`src/rtl/alarm_arm_ctrl.sv`:
```
`default_nettype none
// ----------------------------------------------------------------------------
// alarm_arm_ctrl : input sync/debounce plus arming FSM for the home alarm.
// Option ALARM_AUTO_RESET_EN: ALARM falls back to ARMED after a quiet hold.
// Rev 1.0
// ----------------------------------------------------------------------------
module alarm_arm_ctrl #(
  parameter int unsigned DEBOUNCE_CYCLES = 1_000_000,
  parameter int unsigned TICK_CYCLES     = 100_000_000,
  parameter int unsigned EXIT_SEC        = 9,
  parameter int unsigned ENTRY_SEC       = 5,
  parameter int unsigned ALARM_HOLD_SEC  = 15
) (
  input  logic       clk,
  input  logic       rst_n,
  input  logic       master_sw,
  input  logic [3:0] sensor_sw,
  output logic       armed,
  output logic       exit_pending,
  output logic       alarm,
  output logic [3:0] zone_latched,
  output logic [3:0] countdown
);

  localparam int unsigned NIN  = 5;
  localparam int unsigned DB_W = $clog2(DEBOUNCE_CYCLES + 1);
  localparam int unsigned PS_W = $clog2(TICK_CYCLES + 1);

  typedef enum logic [2:0] {
    ST_DISARMED = 3'd0,
    ST_EXIT     = 3'd1,
    ST_ARMED    = 3'd2,
    ST_ENTRY    = 3'd3,
    ST_ALARM    = 3'd4
  } state_t;

  if (EXIT_SEC > 15 || ENTRY_SEC > 15 || ALARM_HOLD_SEC < 1 || ALARM_HOLD_SEC > 15) begin : g_param_check
    $error("alarm_arm_ctrl: seconds parameter out of range");
  end

  // Bit 0 is the master switch, bits 4:1 are the sensors.
  logic [NIN-1:0] raw_in;
  logic [NIN-1:0] sync1_q, sync2_q, db_q, db_d;

  assign raw_in = {sensor_sw, master_sw};

  always_ff @(posedge clk or negedge rst_n) begin
    if (!rst_n) begin
      sync1_q <= '0;
      sync2_q <= '0;
      db_q    <= '0;
    end else begin
      sync1_q <= raw_in;
      sync2_q <= sync1_q;
      db_q    <= db_d;
    end
  end

  for (genvar gi = 0; gi < NIN; gi++) begin : g_debounce
    logic [DB_W-1:0] cnt_q, cnt_d;
    logic            bit_d;

    // The counter only runs while the synced sample disagrees with the debounced value.
    always_comb begin
      cnt_d = '0;
      bit_d = db_q[gi];
      if (sync2_q[gi] != db_q[gi]) begin
        if (cnt_q == DB_W'(DEBOUNCE_CYCLES - 1)) begin
          bit_d = sync2_q[gi];
        end else begin
          cnt_d = cnt_q + 1'b1;
        end
      end
    end

    always_ff @(posedge clk or negedge rst_n) begin
      if (!rst_n) begin
        cnt_q <= '0;
      end else begin
        cnt_q <= cnt_d;
      end
    end

    assign db_d[gi] = bit_d;
  end

  logic       master_db;
  logic [3:0] sens_db;

  assign master_db = db_q[0];
  assign sens_db   = db_q[4:1];

  state_t            state_q, state_d;
  logic [3:0]        zone_q, zone_d;
  logic [3:0]        cd_q, cd_d;
  logic [PS_W-1:0]   presc_q, presc_d;
  logic              tick;
  logic              presc_restart;

  assign tick = (presc_q == PS_W'(TICK_CYCLES - 1));

`ifdef ALARM_AUTO_RESET_EN
  logic [3:0] hold_q, hold_d;
`endif

  always_comb begin
    state_d = state_q;
    zone_d  = zone_q;
    cd_d    = cd_q;
`ifdef ALARM_AUTO_RESET_EN
    hold_d  = '0;
`endif
    if (!master_db) begin
      state_d = ST_DISARMED;
      zone_d  = '0;
      cd_d    = '0;
    end else begin
      case (state_q)
        ST_DISARMED: begin
          if (EXIT_SEC == 0) begin
            state_d = ST_ARMED;
            cd_d    = '0;
          end else begin
            state_d = ST_EXIT;
            cd_d    = 4'(EXIT_SEC);
          end
        end
        ST_EXIT: begin
          if (tick) begin
            if (cd_q <= 4'd1) begin
              state_d = ST_ARMED;
              cd_d    = '0;
            end else begin
              cd_d = cd_q - 4'd1;
            end
          end
        end
        ST_ARMED: begin
          if (|sens_db[3:1]) begin
            state_d = ST_ALARM;
            zone_d  = zone_q | sens_db;
            cd_d    = '0;
          end else if (sens_db[0]) begin
            zone_d[0] = 1'b1;
            if (ENTRY_SEC == 0) begin
              state_d = ST_ALARM;
              cd_d    = '0;
            end else begin
              state_d = ST_ENTRY;
              cd_d    = 4'(ENTRY_SEC);
            end
          end
        end
        ST_ENTRY: begin
          zone_d = zone_q | sens_db;
          if (|sens_db[3:1]) begin
            state_d = ST_ALARM;
            cd_d    = '0;
          end else if (tick) begin
            if (cd_q <= 4'd1) begin
              state_d = ST_ALARM;
              cd_d    = '0;
            end else begin
              cd_d = cd_q - 4'd1;
            end
          end
        end
        ST_ALARM: begin
          zone_d = zone_q | sens_db;
          cd_d   = '0;
`ifdef ALARM_AUTO_RESET_EN
          if (|sens_db) begin
            hold_d = '0;
          end else if (tick) begin
            if (hold_q >= 4'(ALARM_HOLD_SEC - 1)) begin
              state_d = ST_ARMED;
              hold_d  = '0;
            end else begin
              hold_d = hold_q + 4'd1;
            end
          end else begin
            hold_d = hold_q;
          end
`endif
        end
        default: begin
          state_d = ST_DISARMED;
          zone_d  = '0;
          cd_d    = '0;
        end
      endcase
    end
  end

  // Each timed state starts a whole second; a live sensor in ALARM also rewinds the second.
  always_comb begin
    presc_restart = (state_d != state_q) &&
                    (state_d inside {ST_EXIT, ST_ENTRY, ST_ALARM});
`ifdef ALARM_AUTO_RESET_EN
    if (state_q == ST_ALARM && state_d == ST_ALARM && (|sens_db)) begin
      presc_restart = 1'b1;
    end
`endif
    if (presc_restart || tick) begin
      presc_d = '0;
    end else begin
      presc_d = presc_q + 1'b1;
    end
  end

  logic armed_q, armed_d;
  logic exit_q, exit_d;
  logic alarm_q, alarm_d;

  always_comb begin
    armed_d = (state_d inside {ST_ARMED, ST_ENTRY, ST_ALARM});
    exit_d  = (state_d == ST_EXIT);
    alarm_d = (state_d == ST_ALARM);
  end

  always_ff @(posedge clk or negedge rst_n) begin
    if (!rst_n) begin
      state_q <= ST_DISARMED;
      zone_q  <= '0;
      cd_q    <= '0;
      presc_q <= '0;
      armed_q <= 1'b0;
      exit_q  <= 1'b0;
      alarm_q <= 1'b0;
    end else begin
      state_q <= state_d;
      zone_q  <= zone_d;
      cd_q    <= cd_d;
      presc_q <= presc_d;
      armed_q <= armed_d;
      exit_q  <= exit_d;
      alarm_q <= alarm_d;
    end
  end

`ifdef ALARM_AUTO_RESET_EN
  always_ff @(posedge clk or negedge rst_n) begin
    if (!rst_n) begin
      hold_q <= '0;
    end else begin
      hold_q <= hold_d;
    end
  end
`endif

  assign armed        = armed_q;
  assign exit_pending = exit_q;
  assign alarm        = alarm_q;
  assign zone_latched = zone_q;
  assign countdown    = cd_q;

endmodule
`default_nettype wire

```
`config.mk`:
```
export PLATFORM = sky130hd
export DESIGN_NAME = alarm_arm_ctrl
export DESIGN_NICKNAME = d
export VERILOG_FILES = /design/src/rtl/alarm_arm_ctrl.sv
export SDC_FILE = /design/constraint.sdc
export NUM_CORES = 1
export LEC_CHECK = 0
export ABC_AREA = 0
export CAP_MARGIN = 5
export CORE_MARGIN = 2
export CORE_UTILIZATION = 48
export CTS_BUF_LIST = sky130_fd_sc_hd__clkbuf_8
export CTS_CLUSTER_SIZE = 24
export DETAILED_ROUTE_END_ITERATION = 7
export GPL_ROUTABILITY_DRIVEN = 0
export MAX_ROUTING_LAYER = met4
export PLACE_DENSITY = 0.63
export SLEW_MARGIN = 20
export SYNTH_ARGS = -nofsm -noshare
export SYNTH_HDL_FRONTEND = slang
export SYNTH_SLANG_ARGS = --single-unit
```
`constraint.sdc`:
```
create_clock -name clk -period 4.8 [get_ports clk]
set_input_delay 1.44 -clock clk [delete_from_list [all_inputs] [get_ports clk]]
set_output_delay 1.44 -clock clk [all_outputs]
set_load 0.01 [all_outputs]
```
==> run summary, run 1 <==
Worst-margin pin slew - 0.975 ns
Post-Syn Area - 7560 um2
1st-iter DRT viols - 360
Setup crit end kind - primary output
CTS tree - yes
Max FO, Critical Path - 7
Critical Path RT - 3.36 ns
Setup TNS after final layout - 0 ns
Diode count - 0
Leak - 3.43 nW
Count of buffers from port buffering - 17
Max-cap viol count - 0
Yosys Warn Count - 0
Post-synthesis cell type count - 49
Overall Global Routing Usage - 0.199
DRC - 0
IO Pins - 18
CP delay by family, top - buffers and inverters
# setup viols final - 0
Area of the multi-input gates - 3470 um2
CP max stage cell - clkdlybuf4s50_1
Routed WL - 14600 um
Clock network power share - 0.428
Vias post-DR - 5477
Syn-to-layout area delta - 10.5%
Post-DRT Antenna Nets - 0
Sw frac - 0.223
RSZ-0062 raised after global routing - no
Site Rows - 45
Final min period - 2.94 ns
Final Non-Filler Cells - 1010
Max Fclk - 0.340 GHz
Max-slew headroom - 0.344
Crit path buffers/inverters - 1
Most common cell after layout, fill and taps aside - dfrtp_1
Post-CTS Setup Inserts - 0
H-tree Lvls - 4
Vias in the first global route - 5419
Full die area - 16800 um2
HPWL Detailed - 9890 um
EDFF count, synth - 0
Antenna violations before repair - 0
Post_cts resized - 0
Die Wd - 130 um
First-pass GRT wire length - 25700 um
Layout Skew - 0.00833 ns
CTS Buffer Depth - 2
Async SR Flop Fraction - 1.00
CTS Buf Count - 17
Clk sinks - 156
Sequential share of the synthesized area - 0.516
Post-synth top flop - dfrtp_1
DR WL/cell - 14.5 um
Dpl cells - 978
Die Height - 130 um
Clk slew on worst S/H paths - 0.08 ns
Post-Syn Nets - 786
Final Max Slew Viols - 0
Vias per cell - 5.42
Biggest cell delay along the critical path - 0.60 ns
CTS Hold Bufs - 0
Root Buffer Master - clkbuf_8
Clock Latency Late Sink - 0.46 ns
Largest net degree at the start of global routing - 71
Power share of the combinational group - 0.027
Worst VDD drop - 243 uV
Grt total ovfl - 0
WS Path Type - reg2out
Status - finished, final reports clean
Cell count after synthesis - 771
Seq cells post-synth - 156
Sequential power share - 0.545
Avg Inst Size Synth - 9.81 um2
Most frequent cells in the layout - dfrtp_1 (156), nor2_1 (143), xnor2_1 (66), nand2_1 (48), xor2_1 (48)
Power per cell area - 295 nW/um2
Fin crit share - 0.612
Initial Utilization - 0.494
Pint - 0.00191 W
Layout cell share with drive strength beyond 1 - 0.0751
Nets - 801
Fillers - 1357
Placeable Area - 15300 um2
Fin util - 0.545
Hold Vio Cnt, Final - 0
Register area - 3900 um2
Min-Delay Path Class - reg2reg
Crit-path cells - clkdlybuf4s50_1
Worst EP arrival - 1.50 ns
NetSw - 0.000548 W
Pre-antenna DRT Iters - 6
Worst Setup Start Kind - flop
==> metal layers <==
layer  wire, um  vias up  GRT usage
li1           -     2670          -
met1       7120     2697      0.261
met2       6730       81      0.300
met3        566       29     0.0545
met4        228        0     0.0645
met5          0        -          -
==> Yosys cell counts, types with 2 or more instances <==
| cell type | number | area (um2) |
|---|---|---|
| or4_1 | 3 | 22.5 |
| xnor2_1 | 66 | 578 |
| and4_1 | 10 | 87.6 |
| inv_1 | 24 | 90.1 |
| a21oi_1 | 13 | 65.1 |
| nor3_1 | 28 | 140 |
| a21oi_2 | 11 | 96.3 |
| o21ai_1 | 2 | 10.0 |
| nor4_1 | 21 | 131 |
| or2_2 | 4 | 25.0 |
| nand4b_1 | 4 | 35.0 |
| buf_2 | 4 | 20.0 |
| nor2b_1 | 3 | 18.8 |
| nand2_1 | 48 | 180 |
| o21ai_0 | 11 | 55.1 |
| nand3b_1 | 3 | 22.5 |
| nand2b_1 | 5 | 31.3 |
| and3_1 | 16 | 100 |
| nor2_1 | 143 | 537 |
| nor4b_1 | 4 | 35.0 |
| o31ai_1 | 5 | 37.5 |
| nand3_1 | 43 | 215 |
| ha_1 | 8 | 100 |
| xor2_1 | 48 | 420 |
| dfrtp_1 | 156 | 3900 |
| or3_1 | 9 | 56.3 |
| nand4_1 | 28 | 175 |
| clkbuf_1 | 17 | 63.8 |
| mux2_2 | 5 | 56.3 |
| a31oi_1 | 4 | 25.0 |
| and2_1 | 7 | 43.8 |
==> final cells by class <==
type	count	area share
inverter	24	0.0108
sequential	156	0.467
multi-input combinational	567	0.415
timing repair buffer	20	0.0232
clock inverter	11	0.0171
tap	211	0.0316
clock buffer	21	0.0346
==> kinds of logic (layout without fill, tap and decap cells) <==
group,after synthesis,after routing,synth area share
buf+inv,48,76,0.0260
fa+ha+maj,8,8,0.0132
simple gates,383,383,0.253
flops,156,156,0.516
xor+xnor,114,114,0.132
mux,6,6,0.00893
compound gates,56,56,0.0508
==> stage by stage <==
step | hold slack [ns] | setup WS (ns) | area (um2) | total power, W
floorplan | 0.331 | 2.64 | 7560 | 0.00139
CTS | 0.346 | 1.83 | 8350 | 0.00249
global route | 0.369 | 1.75 | 8350 | 0.00256
finish | 0.346 | 1.86 | 8350 | 0.00246
global placement | 0.335 | 2.00 | 7910 | 0.00143
detailed placement | 0.336 | 2.28 | 7920 | 0.00144
==> sequential cells by signal, indices dropped and copies added (netlist names) <==
register and flops:
presc_q 27, zone_latched 4, db_q 5, sync1_q 5
g_debounce.cnt_q 100, armed 1, alarm 1, state_q 3
exit_pending 1, countdown 4, sync2_q 5
==> power groups by stage <==
stage                     clock (W)  sequential [W]  combinational (W)
after floorplan                   0         0.00136          0.0000305
after global placement            0         0.00137          0.0000676
after detailed placement          0         0.00137          0.0000693
after CTS                   0.00108         0.00134          0.0000698
after global routing        0.00114         0.00134          0.0000786
final                       0.00105         0.00134          0.0000666
==> path summary, 6_finish.rpt <==
check	slack, ns	endpoint	depth (start not counted)	start
setup / recovery	1.86	countdown[3]	1	countdown[3]
hold / removal	0.35	sync2_q[3]	0	sync1_q[3]
setup reg to reg	2.22	presc_q[2]	6	presc_q[0]
hold reg to reg	0.35	sync2_q[3]	0	sync1_q[3]
max in group asynchronous	2.96	presc_q[21]	2	rst_n
min in group asynchronous	0.97	g_debounce[4].cnt_q[13]	1	rst_n
No activity file was read; power rests on OpenSTA's default activity.
==> inputs of run 2 (changes only) <==
- PLACE_DENSITY: 0.63 -> 0.66
- clock period: 4.8 -> 2.7 ns (I/O delays scaled with it)
==> run 2 against run 1 <==
  * Utilization is 0.34 points higher
  * Worst setup slack worse by 1.5 ns
  * Sequential share of layout area is 0.29 points lower
  * Total power is 76% higher
  * Routed wire length is 1.9% lower
  * Highest routed layer unchanged
  * First-iteration DRC count is 35% lower
  * Final area is 0.63% higher
  * Register-to-register slack worse by 1.8 ns
  * Clock-buffer cell count is 4 lower
==> run summary, run 2 (same netlist as run 1, synthesis figures left out) <==
Status - finished, final reports clean
IO Pins - 18 (unchanged)
Overall Global Routing Usage - 0.195 (-0.00369)
Worst VDD drop - 342 uV (+41%)
Grt total ovfl - 0 (unchanged)
Pre-antenna DRT Iters - 5 (-1)
Antenna violations before repair - 0 (unchanged)
Max reg flops - 100 (unchanged)
Worst reg2reg startpoint - presc_q[19]
Critical Path RT - 1.89 ns (-1.47 ns)
Final min period - 2.32 ns
Routed WL - 14400 um (-1.9%)
Die Height - 130 um (unchanged)
Min-Delay Path Class - in2async
Syn-to-layout area delta - 11.2%
Diode count - 0 (unchanged)
R2R cell count - 5 (-1)
Clock Latency Late Sink - 0.46 ns (about the same)
Hold Vio Cnt, Final - 0 (unchanged)
Most common cell after layout, fill and taps aside - dfrtp_1
RSZ-0062 raised after global routing - no
Largest net degree at the start of global routing - 61 (-14%)
Setup crit end kind - primary output
Worst Setup Start Kind - flop
Worst-margin pin slew - 0.748 ns (-0.227 ns)
Clk sinks - 156 (unchanged)
Layout cell share with drive strength beyond 1 - 0.0795 (+0.00441)
HPWL Detailed - 9890 um (about the same)
Leak - 3.47 nW (+1.1%)
CP delay by family, top - buffers and inverters
Final Max Slew Viols - 0 (unchanged)
Worst EP arrival - 1.51 ns (about the same)
Crit path depth - 1 (unchanged)
CTS Buf Count - 17 (unchanged)
Max-cap viol count - 0 (unchanged)
Clk slew on worst S/H paths - 0.08 ns (about the same)
Crit-path cells - clkdlybuf4s50_1
Vias post-DR - 5475 (-0.037%)
Placeable Area - 15300 um2 (unchanged)
Vias per cell - 5.39 (-0.63%)
CTS Buffer Depth - 2 (unchanged)
Biggest register - g_debounce.cnt_q
# setup viols final - 0 (unchanged)
H-tree Lvls - 4 (unchanged)
Max FO, Critical Path - 7 (unchanged)
Site Rows - 45 (unchanged)
Max Fclk - 0.430 GHz
Post-DRT Antenna Nets - 0 (unchanged)
DRC - 0 (unchanged)
Most frequent cells in the layout - dfrtp_1 (156), nor2_1 (143), xnor2_1 (66), nand2_1 (48), xor2_1 (48)
Die Wd - 130 um (unchanged)
Full die area - 16800 um2 (unchanged)
Power per cell area - 516 nW/um2 (+75%)
Final Non-Filler Cells - 1016 (+0.59%)
Count of buffers from port buffering - 17 (unchanged)
Dpl cells - 985 (+0.72%)
Initial Utilization - 0.494 (unchanged)
DR WL/cell - 14.1 um (-2.5%)
First-pass GRT wire length - 25400 um (-1.5%)
CTS Hold Bufs - 0 (unchanged)
CP max stage cell - clkdlybuf4s50_1
Vias in the first global route - 5447 (+0.52%)
1st-iter DRT viols - 234 (-35%)
Top flop regs - g_debounce.cnt_q (100), presc_q (27)
Root Buffer Master - clkbuf_8
Setup TNS after final layout - 0 ns (unchanged)
CTS tree - yes
CP Launch Point - countdown[3]
Crit path buffers/inverters - 1 (unchanged)
Fin crit share - 0.861
Post_cts resized - 0 (unchanged)
Max-slew headroom - 0.497 (+0.153)
WS Path Type - reg2out
Nets - 808 (+0.87%)
Biggest cell delay along the critical path - 0.62 ns (+0.02 ns)
Layout Skew - 0.0146 ns (+0.00625 ns)
Post-CTS Setup Inserts - 0 (unchanged)
## run 2: path summary, 6_finish.rpt
| kind | to | slack (ns) |
|---|---|---|
| min in group clk | sync2_q[2] | 0.35 |
| setup reg to reg | state_q[1] | 0.44 |
| max in group asynchronous | g_debounce[2].cnt_q[15] | 1.69 |
| hold reg to reg | sync2_q[2] | 0.35 |
| hold / removal | g_debounce[1].cnt_q[14] | 0.33 |
| setup / recovery | countdown[3] | 0.38 |
## run 2: stage by stage
step / util / hold slack [ns] / cell area (um2) / power [W] / setup WS [ns]
2_1_floorplan: - / 0.331 / 7560 / 0.00248 / 0.544
3_3_place_gp: 0.522 / 0.335 / 7990 / 0.00255 / 0.488
3_5_place_dp: 0.522 / 0.335 / 7990 / 0.00256 / 0.455
4_1_cts: 0.549 / 0.337 / 8410 / 0.00440 / 0.348
5_1_grt: 0.549 / 0.349 / 8410 / 0.00451 / 0.292
6_report: 0.549 / 0.331 / 8410 / 0.00434 / 0.377
## run 2: layer usage
layer / vias to the layer above / share of wire / track usage / routed length, um
met5: - / 0 / - / 0
met3: 20 / 0.037 / 0.0491 / 526
li1: 2691 / - / - / -
met2: 60 / 0.48 / 0.310 / 6840
met1: 2704 / 0.47 / 0.245 / 6770
met4: 0 / 0.016 / 0.0645 / 223
## run 2: area by class of cell
cell class	instances	area, um2
clock buffer	17	234
clock inverter	14	180
fill	1365	6910
inverter	24	90.1
multi-input combinational	567	3460
sequential	156	3900
tap	211	264
timing repair buffer	27	272
## run 2: report_power, final
group	total, W	leakage, nW	internal (W)	switching (W)
clock	0.00183	0.214	0.000989	0.000838
combinational	0.000125	1.12	0.0000380	0.0000875
sequential	0.00238	2.13	0.00236	0.0000235
